<file path="config.mk">
export PLATFORM = sky130hd
export DESIGN_NAME = mem_lsu_flat
export DESIGN_NICKNAME = d
export VERILOG_FILES = /design/src/rtl/mem_lsu_pkg.sv /design/src/rtl/mem_lsu_if.sv /design/src/rtl/mem_lsu_align.sv /design/src/rtl/mem_lsu.sv /design/src/flat_wrapper.sv
export SDC_FILE = /design/constraint.sdc
export NUM_CORES = 1
export LEC_CHECK = 0
export ABC_AREA = 1
export CAP_MARGIN = 25
export CORE_AREA = 2 2 132 134
export DETAILED_ROUTE_END_ITERATION = 6
export DIE_AREA = 0 0 134 136
export MAX_ROUTING_LAYER = met4
export SYNTH_ARGS = -nofsm -noshare
export SYNTH_HDL_FRONTEND = slang
export SYNTH_HIERARCHICAL = 1
export SYNTH_SLANG_ARGS = --single-unit
</file>
<file path="constraint.sdc">
create_clock -name clk -period 4.39 [get_ports clk]
set_input_delay 0.878 -clock clk [delete_from_list [all_inputs] [get_ports clk]]
set_output_delay 0.878 -clock clk [all_outputs]
set_load 0.02 [all_outputs]
</file>
<file path="src/rtl/mem_lsu_pkg.sv">
// Shared decode constants for the memory-access stage.
package mem_lsu_pkg;
   localparam logic [6:0]  OPC_LOAD  = 7'b0000011;
   localparam logic [6:0]  OPC_STORE = 7'b0100011;

   localparam logic [2:0]  F3_B  = 3'b000;
   localparam logic [2:0]  F3_H  = 3'b001;
   localparam logic [2:0]  F3_W  = 3'b010;
   localparam logic [2:0]  F3_BU = 3'b100;
   localparam logic [2:0]  F3_HU = 3'b101;

   localparam logic [31:0] INST_NOP = 32'h00000013;
endpackage

</file>
<file path="src/rtl/mem_lsu_if.sv">
// Data bus between the LSU (master) and data memory (slave).
interface mem_lsu_if;
   logic        req;
   logic        we;
   logic [31:0] addr;
   logic [3:0]  be;
   logic [31:0] wdata;
   logic        gnt;
   logic        rvalid;
   logic [31:0] rdata;

   modport master (output req, we, addr, be, wdata, input gnt, rvalid, rdata);
   modport slave  (input req, we, addr, be, wdata, output gnt, rvalid, rdata);
endinterface

</file>
<file path="src/rtl/mem_lsu_align.sv">
// Combinational lane formatting: store byte enables/replication, load lane
// select with extension, and misalignment detection.
module lsu_align
   import mem_lsu_pkg::*;
(
   input  logic [2:0]  funct3,
   input  logic [1:0]  addr_lo,
   input  logic [31:0] store_data,
   input  logic [31:0] load_data,
   output logic [3:0]  be,
   output logic [31:0] wdata,
   output logic [31:0] ld_ext,
   output logic        misalign
);
   logic [7:0]  ld_byte;
   logic [15:0] ld_half;
   logic        sext;

   assign sext = ~funct3[2];

   // Access size comes from funct3[1:0]; bit 2 only selects zero-extension.
   always_comb begin
      be       = 4'b1111;
      wdata    = store_data;
      misalign = 1'b0;
      ld_byte  = load_data[8*addr_lo +: 8];
      ld_half  = addr_lo[1] ? load_data[31:16] : load_data[15:0];
      ld_ext   = load_data;
      case (funct3[1:0])
         2'b00: begin
            be     = 4'b0001 << addr_lo;
            wdata  = {4{store_data[7:0]}};
            ld_ext = {{24{sext & ld_byte[7]}}, ld_byte};
         end
         2'b01: begin
            be       = 4'b0011 << addr_lo;
            wdata    = {2{store_data[15:0]}};
            ld_ext   = {{16{sext & ld_half[15]}}, ld_half};
            misalign = addr_lo[0];
         end
         default: begin
            misalign = (addr_lo != 2'b00);
         end
      endcase
   end
endmodule

</file>
<file path="src/rtl/mem_lsu.sv">
// Memory-access stage: issues loads/stores on the data bus, holds the
// pipeline while an access is outstanding and forwards results to mem_wb.
module mem_lsu
   import mem_lsu_pkg::*;
#(
   parameter int TIMEOUT = 16
)(
   input  logic        clk,
   input  logic        rst,
   input  logic [31:0] inst_i,
   input  logic [31:0] instaddr_i,
   input  logic        regs_wen_i,
   input  logic [4:0]  rd_addr_i,
   input  logic [31:0] rd_data_i,
   input  logic [31:0] mem_wdata_i,
   output logic [31:0] inst_o,
   output logic [31:0] instaddr_o,
   output logic        regs_wen_o,
   output logic [4:0]  rd_addr_o,
   output logic [31:0] rd_data_o,
   output logic        hold_req_o,
   mem_lsu_if.master   dbus,
   output logic        misalign_o,
   output logic        bus_err_o
);
   localparam int CW = ($clog2(TIMEOUT) > 4) ? $clog2(TIMEOUT) : 4;

   typedef enum logic [1:0] {S_IDLE, S_REQ, S_WAIT, S_RESP} state_t;

   state_t        state;
   logic [CW-1:0] to_cnt;
   logic [31:0]   ld_data_r;
   logic          misalign_r;
   logic          bus_err_r;

   logic [2:0]    funct3;
   logic          is_load, is_store, is_mem, misal, go, timeout_hit;
   logic [31:0]   ld_ext;
   logic [3:0]    be;
   logic [31:0]   wdata;

   assign funct3      = inst_i[14:12];
   assign is_load     = (inst_i[6:0] == OPC_LOAD);
   assign is_store    = (inst_i[6:0] == OPC_STORE);
   assign is_mem      = is_load | is_store;
   assign go          = is_mem & ~misal;
   assign timeout_hit = (to_cnt == CW'(TIMEOUT - 1));

   lsu_align u_align (
      .funct3     (funct3),
      .addr_lo    (rd_data_i[1:0]),
      .store_data (mem_wdata_i),
      .load_data  (dbus.rdata),
      .be         (be),
      .wdata      (wdata),
      .ld_ext     (ld_ext),
      .misalign   (misal)
   );

   assign dbus.we    = is_store;
   assign dbus.addr  = {rd_data_i[31:2], 2'b00};
   assign dbus.be    = be;
   assign dbus.wdata = wdata;
   assign misalign_o = misalign_r;
   assign bus_err_o  = bus_err_r;

   // Request is live in IDLE for a fresh access and throughout REQ.
   always_comb begin
      dbus.req = 1'b0;
      if (!rst) begin
         case (state)
            S_IDLE:  dbus.req = go;
            S_REQ:   dbus.req = 1'b1;
            default: dbus.req = 1'b0;
         endcase
      end
   end

   // Stores stall only until granted; loads stall until the result is back.
   always_comb begin
      hold_req_o = 1'b0;
      if (!rst) begin
         if (is_store)
            hold_req_o = dbus.req & ~dbus.gnt;
         else if (is_load)
            hold_req_o = (state == S_IDLE && go) || state == S_REQ || state == S_WAIT;
      end
   end

   // Access FSM with timeout counter, load capture and registered pulses.
   always_ff @(posedge clk) begin
      if (rst) begin
         state      <= S_IDLE;
         to_cnt     <= '0;
         ld_data_r  <= '0;
         misalign_r <= 1'b0;
         bus_err_r  <= 1'b0;
      end else begin
         bus_err_r  <= 1'b0;
         misalign_r <= (state == S_IDLE) && is_mem && misal;
         case (state)
            S_IDLE: begin
               if (go) begin
                  to_cnt <= '0;
                  if (dbus.gnt) state <= is_load ? S_WAIT : S_IDLE;
                  else          state <= S_REQ;
               end
            end
            S_REQ: begin
               if (dbus.gnt) begin
                  to_cnt <= '0;
                  state  <= is_load ? S_WAIT : S_IDLE;
               end else if (timeout_hit) begin
                  state     <= S_RESP;
                  bus_err_r <= 1'b1;
               end else begin
                  to_cnt <= to_cnt + CW'(1);
               end
            end
            S_WAIT: begin
               if (dbus.rvalid) begin
                  ld_data_r <= ld_ext;
                  state     <= S_RESP;
               end else if (timeout_hit) begin
                  state     <= S_RESP;
                  bus_err_r <= 1'b1;
               end else begin
                  to_cnt <= to_cnt + CW'(1);
               end
            end
            default: state <= S_IDLE;
         endcase
      end
   end

   // mem_wb payload: bubble while held, load result in RESP, else pass-through.
   always_comb begin
      instaddr_o = instaddr_i;
      inst_o     = inst_i;
      rd_addr_o  = rd_addr_i;
      rd_data_o  = rd_data_i;
      regs_wen_o = regs_wen_i & ~(is_mem & misal);
      if (rst || hold_req_o) begin
         inst_o     = INST_NOP;
         rd_addr_o  = '0;
         rd_data_o  = '0;
         regs_wen_o = 1'b0;
      end else if (state == S_RESP) begin
         rd_data_o  = ld_data_r;
         regs_wen_o = regs_wen_i & ~bus_err_r;
      end
   end
endmodule

</file>
<file path="src/flat_wrapper.sv">
// flat-port wrapper written by rule: the top's interface ports become plain ports
module mem_lsu_flat import mem_lsu_pkg::*;
#(
   parameter int TIMEOUT = 16
)
  (clk, rst, inst_i, instaddr_i, regs_wen_i, rd_addr_i, rd_data_i, mem_wdata_i, inst_o, instaddr_o, regs_wen_o, rd_addr_o, rd_data_o, hold_req_o, misalign_o, bus_err_o, dbus_req, dbus_we, dbus_addr, dbus_be, dbus_wdata, dbus_gnt, dbus_rvalid, dbus_rdata);
  mem_lsu_if dbus_i ();
  input  logic clk;
  input  logic rst;
  input  logic [31:0] inst_i;
  input  logic [31:0] instaddr_i;
  input  logic regs_wen_i;
  input  logic [4:0] rd_addr_i;
  input  logic [31:0] rd_data_i;
  input  logic [31:0] mem_wdata_i;
  output logic [31:0] inst_o;
  output logic [31:0] instaddr_o;
  output logic regs_wen_o;
  output logic [4:0] rd_addr_o;
  output logic [31:0] rd_data_o;
  output logic hold_req_o;
  output logic misalign_o;
  output logic bus_err_o;
  output wire logic [$bits(dbus_i.req)-1:0] dbus_req;
  output wire logic [$bits(dbus_i.we)-1:0] dbus_we;
  output wire logic [$bits(dbus_i.addr)-1:0] dbus_addr;
  output wire logic [$bits(dbus_i.be)-1:0] dbus_be;
  output wire logic [$bits(dbus_i.wdata)-1:0] dbus_wdata;
  input wire logic [$bits(dbus_i.gnt)-1:0] dbus_gnt;
  input wire logic [$bits(dbus_i.rvalid)-1:0] dbus_rvalid;
  input wire logic [$bits(dbus_i.rdata)-1:0] dbus_rdata;
  assign dbus_req = dbus_i.req;
  assign dbus_we = dbus_i.we;
  assign dbus_addr = dbus_i.addr;
  assign dbus_be = dbus_i.be;
  assign dbus_wdata = dbus_i.wdata;
  assign dbus_i.gnt = dbus_gnt;
  assign dbus_i.rvalid = dbus_rvalid;
  assign dbus_i.rdata = dbus_rdata;
  mem_lsu #(.TIMEOUT(TIMEOUT)) u_core (.clk(clk), .rst(rst), .inst_i(inst_i), .instaddr_i(instaddr_i), .regs_wen_i(regs_wen_i), .rd_addr_i(rd_addr_i), .rd_data_i(rd_data_i), .mem_wdata_i(mem_wdata_i), .inst_o(inst_o), .instaddr_o(instaddr_o), .regs_wen_o(regs_wen_o), .rd_addr_o(rd_addr_o), .rd_data_o(rd_data_o), .hold_req_o(hold_req_o), .dbus(dbus_i), .misalign_o(misalign_o), .bus_err_o(bus_err_o));
endmodule
</file>
# ---- Yosys cells after proc, flatten, opt, wreduce, memory -nomap -nowiden
# Index checks and enable logic that the tools add are counted.
dict set report word_totals {
  reg_bits 40
  input_bits 170
  out_inout_bits 175
  word_cells 75
}
dict set report op_classes {
  n_addsub 1
  n_eq_ne 9
  n_shift 3
  n_mux 32
  bitwise 13
  n_reduce_logical 12
}
# op count
set ops {}
lappend ops {{$pmux 32 s2} 2}
lappend ops {{$mux 32} 3}
lappend ops {{$shiftx 32x6->8} 1}
lappend ops {{$mux 16} 1}
lappend ops {{$mux 4} 4}
lappend ops {{$mux 2} 6}
lappend ops {{$pmux 4 s3} 1}
lappend ops {{$mux 1} 9}
lappend ops {{$pmux 4 s2} 1}
lappend ops {{$and 1x1->1} 7}
lappend ops {{$eq 7x2->1 const B} 1}
lappend ops {{$eq 7x6->1 const B} 1}
lappend ops {{$pmux 1 s2} 3}
lappend ops {{$pmux 2 s3} 1}
lappend ops {{$mux 5} 1}
lappend ops {{$not 1->1} 5}
lappend ops {{$add 4x1->4 const B} 1}
lappend ops {{$eq 2x1->1 const B} 2}
lappend ops {{$eq 2x2->1 const B} 2}
lappend ops {{$eq 4x4->1 const B} 1}
lappend ops {{$logic_not 2->1} 2}
lappend ops {{$shl 1x2->4 const A} 1}
lappend ops {{$shl 2x2->4 const A} 1}
lappend ops {{$logic_and 1x1->1} 3}
lappend ops {{other kinds (8)} 10}

# ---- Depth between registers and ports, before layout
# Gate-level depths: netlist (run 1).
dict set report depth {
  word_depth 12
  ltp_mapped 13
  ltp_nobuf 12
}

# ---- Hierarchy
# The synthesis (run 1) kept the hierarchy.
# module n_inst cells_each area_each_um2 seq_area_each_um2
set by_module_without_submodules {}
lappend by_module_without_submodules {mem_lsu 1 454 3045.4 800.8}
lappend by_module_without_submodules {lsu_align 1 250 1146.1 0.0}

# ---- Worst setup path after synthesis (run 1)
# No wires, ideal clock.
dict set report synth_timing {
  path_kind {input-to-output}
  from {input port inst_i[13]}
  to {output port inst_o[12]}
  arrival_ps 2413
  t_required_ps 3512
  path_slack_ps 1099
  cell_stages 13
  path_buffers 2
  path_cell_list {inv_2 -> nand2_1 -> inv_2 -> nand2_1 -> a22oi_1 -> inv_1 -> nand4_1 -> nand3_1 -> nand2_1 -> nand3_2 -> buf_6 -> buf_8 -> nor2_1}
}
dict set report synth_via {
  elab_chain_len 12
  word_cells_on_any_way 16
  classes_between {eq/ne: 1; mux: 7; bitwise: 3; reduce/logical: 5}
}
# item line
set synth_rtl {}
lappend synth_rtl {{start, declared} flat_wrapper.sv:10} ;# input logic [31:0] inst_i;
lappend synth_rtl {{$eq 2x1->1 or $logic_not 2->1 (tied branches)} mem_lsu_align.sv:29} ;# case (funct3[1:0])
lappend synth_rtl {{$pmux 1 s2 (*)} mem_lsu_align.sv:29}
lappend synth_rtl {{named net u_core.misal} mem_lsu.sv:37} ;# logic is_load, is_store, is_mem, misal, go, timeout_hit;
lappend synth_rtl {{$not 1->1 (*)} mem_lsu.sv:46} ;# assign go = is_mem & ~misal;
lappend synth_rtl {{$and 1x1->1 (*)} mem_lsu.sv:46}
lappend synth_rtl {{parallel branches: the longest is 4 deep, another holds $pmux 1 s2} --}
lappend synth_rtl {{$mux 1 (*)} mem_lsu.sv:83} ;# if (is_store)
lappend synth_rtl {{$mux 1 (*)} mem_lsu.sv:82} ;# if (!rst) begin
lappend synth_rtl {{$logic_or 1x1->1 (*)} mem_lsu.sv:143} ;# if (rst || hold_req_o) begin
lappend synth_rtl {{$mux 32 (*)} mem_lsu.sv:143}
lappend synth_rtl {{end, declared} flat_wrapper.sv:16} ;# output logic [31:0] inst_o;
# Mark *: on every way through the listed nets, which the timed path passes.

# ---- Worst setup path after layout (run 1)
dict set report layout_timing {
  from {input port inst_i[12]}
  to {output port inst_o[30]}
}
# The elaborated chain is that of the path after synthesis.

==> results of run 1 <==
==> registers in the layout, indices dropped and copies added, names as in the netlist <==
register,flops
u_core/to_cnt,4
u_core/misalign_o,1
u_core/bus_err_o,1
u_core/ld_data_r,32
u_core/state,2
==> power by group <==
group / internal (uW) / total, uW / switching (uW) / leakage (uW)
registers: 364 / 364 / 0.629 / 0.000322
logic: 285 / 562 / 277 / 0.00310
clock network: 299 / 445 / 145 / 0.0000901
==> through the flow <==
stage	power, uW	instances	utilization (%)
finish	1370	1127	41.1
global route	1440	1127	41.1
CTS	1390	1125	40.5
detailed placement	940	1117	39.4
global placement	941	1117	39.4
floorplan	688	705	-
==> cells in the final DEF, fill, tap and decap left out, drive strengths merged, types with 2 or more instances in the layout <==
cell and n:
a21oi 18, buf 20, clkbuf 7, clkdlybuf4s50 235, conb 2, dfxtp 40, diode 2, dlymetal6s2s 40
ha 5, inv 71, mux2i 32, nand2 162, nand3 46, nand4 6, nor2 154, nor3 3
o211ai 11, o21ai 39, or2 7
==> area by class of cell <==
class	instances	area (um^2)
Inverter	71	267
Sequential cell	40	801
Multi-Input combinational cell	486	2380
Tap cell	225	282
Antenna cell	2	5.00
Fill cell	1780	9940
Clock inverter	1	30.0
Timing Repair Buffer	295	3030
Clock buffer	7	153
==> logic make-up (layout without fill, tap and decap cells) <==
group           Yosys count  count (layout)  synth area share, %
fa+ha+maj                 5               5                 1.49
compound gates           69              69                 8.96
flops                    40              40                 19.1
buf+inv                 179             374                 24.5
simple gates            378             378                 38.2
other cells               1               4               0.0895
mux                      32              32                 7.64
==> path summary, 6_finish.rpt <==
| check | endpoint | slack, ns | depth (start not counted) |
|---|---|---|---|
| setup / recovery | inst_o[30] | 0.21 | 13 |
| hold / removal | u_core/ld_data_r[0] | 0.49 | 2 |
| setup reg to reg | u_core/to_cnt[1] | 2.30 | 8 |
| hold reg to reg | u_core/ld_data_r[0] | 0.49 | 2 |
==> metal layers <==
metal | vias to the layer above | share of wire (%)
met1 | 2143 | 40
met2 | 225 | 50
met5 | - | 0
met3 | 37 | 7.3
li1 | 2522 | -
met4 | 0 | 2.9
==> worst min-delay path: cells and delay by family, from the launching register on <==
kind / cells / cell delay [ns]
simple gates: 2 / 0.13
flops: 1 / 0.33
==> flow_summary.toml, run 1 <==
[outcome]
status = "complete, no violations"

[cts]
cts_hold_buf = 0
clkSinkCount = 40
insertion_delay_ns = 0.28
post_cts_buffers = 0
clk_pin_slew_ns = 0.05
clockRootBuffer = "clkbuf_16"
htreeDepth = 2
cts_tree = "done"
cts_buffers = 5
clockBufferDepth = 2
post_cts_resized = 0

[job]
max_cap_violations = 0

[grt]
antenna_found_initial = 2
grt_pass1_vias = 4717
overflow = 0
grt_usage_pct = 18.7
use_met3_pct = 3.32
grt_max_degree = 50
met1_usage_pct = 21.9
grt.busiest_layer = "met2"
grt_pass1_wl_um = 25900
met2_usage_pct = 32.4

[floorplanning]
rows = 48
core_um2 = 16900
start_util_pct = 24.8
die_h_um = 136
io_pins = 345
die_w_um = 134
design.die.area_um2 = 18200

[synthesis]
avgSynthCellArea_um2 = 5.95
synth_largest_area_cell = "dfxtp_1"
synthDominantCellAreaShare_pct = 19.1
synth_edf_count = 0
ys.flop_type = "dfxtp_1"
yosysWarnings = 6
synthDistinctLibCells = 27
synth_most_common_cell = "nand2_1"
postSynthCellCount = 704
synth.top_cells.by_count = "nand2_1 (161), nor2_1 (132), buf_4 (76)"
synth_area_um2 = 4190
ys_seq_area_share_pct = 19.1
yosys-top-cells-area = "dfxtp_1 (19%), nand2_1 (14%), buf_4 (14%)"
async_flop_share_pct = 0
ys_ff_latch = 40

[detailed_routing]
vias = 4927
drcViolationCount = 0
drtAntennaViolNets = 0
first_iter_violations = 276
via_per_inst = 4.37
drtPass1Iterations = 4
finalWirelength_um = 17400
wl_per_cell_um = 15.4

[sta]
drv_slew = 0
fmax_ghz = 0.239
hold_ws_ns = 0.487
tns_ns = 0
fin_ws_ns = 0.206
slew-limit-headroom_pct = 65.3
hold_viol_final = 0
period_share_pct = 95.3
period_needed_ns = 4.18
setup_viol = 0
worst_pin_slew_ns = 0.520
fin_skew_ns = 0.00946

[setup_path]
start_kind = "input pin"
cpMaxStageDelayCell = "clkdlybuf4s50_1"
crit_family = "buffers and inverters"
critPathRequiredTime_ns = 3.51
crit_top_cell = "nand2_1"
cp_max_fo = 43
critPathCaptureType = "output pin"
path_class = "in -> out"
regToRegStartpoint = "u_core/state[0]"
path_cells = "clkdlybuf4s50_1 -> nand2_1 -> inv_2 -> nand2_1 -> a22oi_1 -> inv_1 -> nand4_1 -> nand2_1 -> nand3_2 -> nand3_4 -> buf_12 -> nor2_2 -> clkdlybuf4s50_1"
arrival_ns = 3.31
critPathBufInv = 5
cpPeakStageDelay_ns = 0.60
cp-startpoint = "inst_i[12]"

[placed_design]
place_congestion = 0.839
io_buffers = 278
hpwl_um = 13900
postPlaceCellArea_um2 = 6650
pre_cts_ws_ns = 0.199

[final_layout]
final_cell_area_um2 = 6940
area_delta_synth_final_pct = 65.6
fin_nets = 1074
drive_gt1_share_pct = 6.67

[power_and_ir_drop]
powerDensity_nw_per_um2 = 198
peakVddDrop_uv = 165
p_leak_uw = 0.00351

[hold_path]
hp-start = "u_core/ld_data_r[0]"
worstHoldPathType = "reg -> reg"
(Power assumes the default switching activity.)
==> run 2: changes to the inputs <==
- TNS_END_PERCENT: unset -> 100
==> results of run 2 <==
Final layout, timing and power as in run 1 (identical DEF).
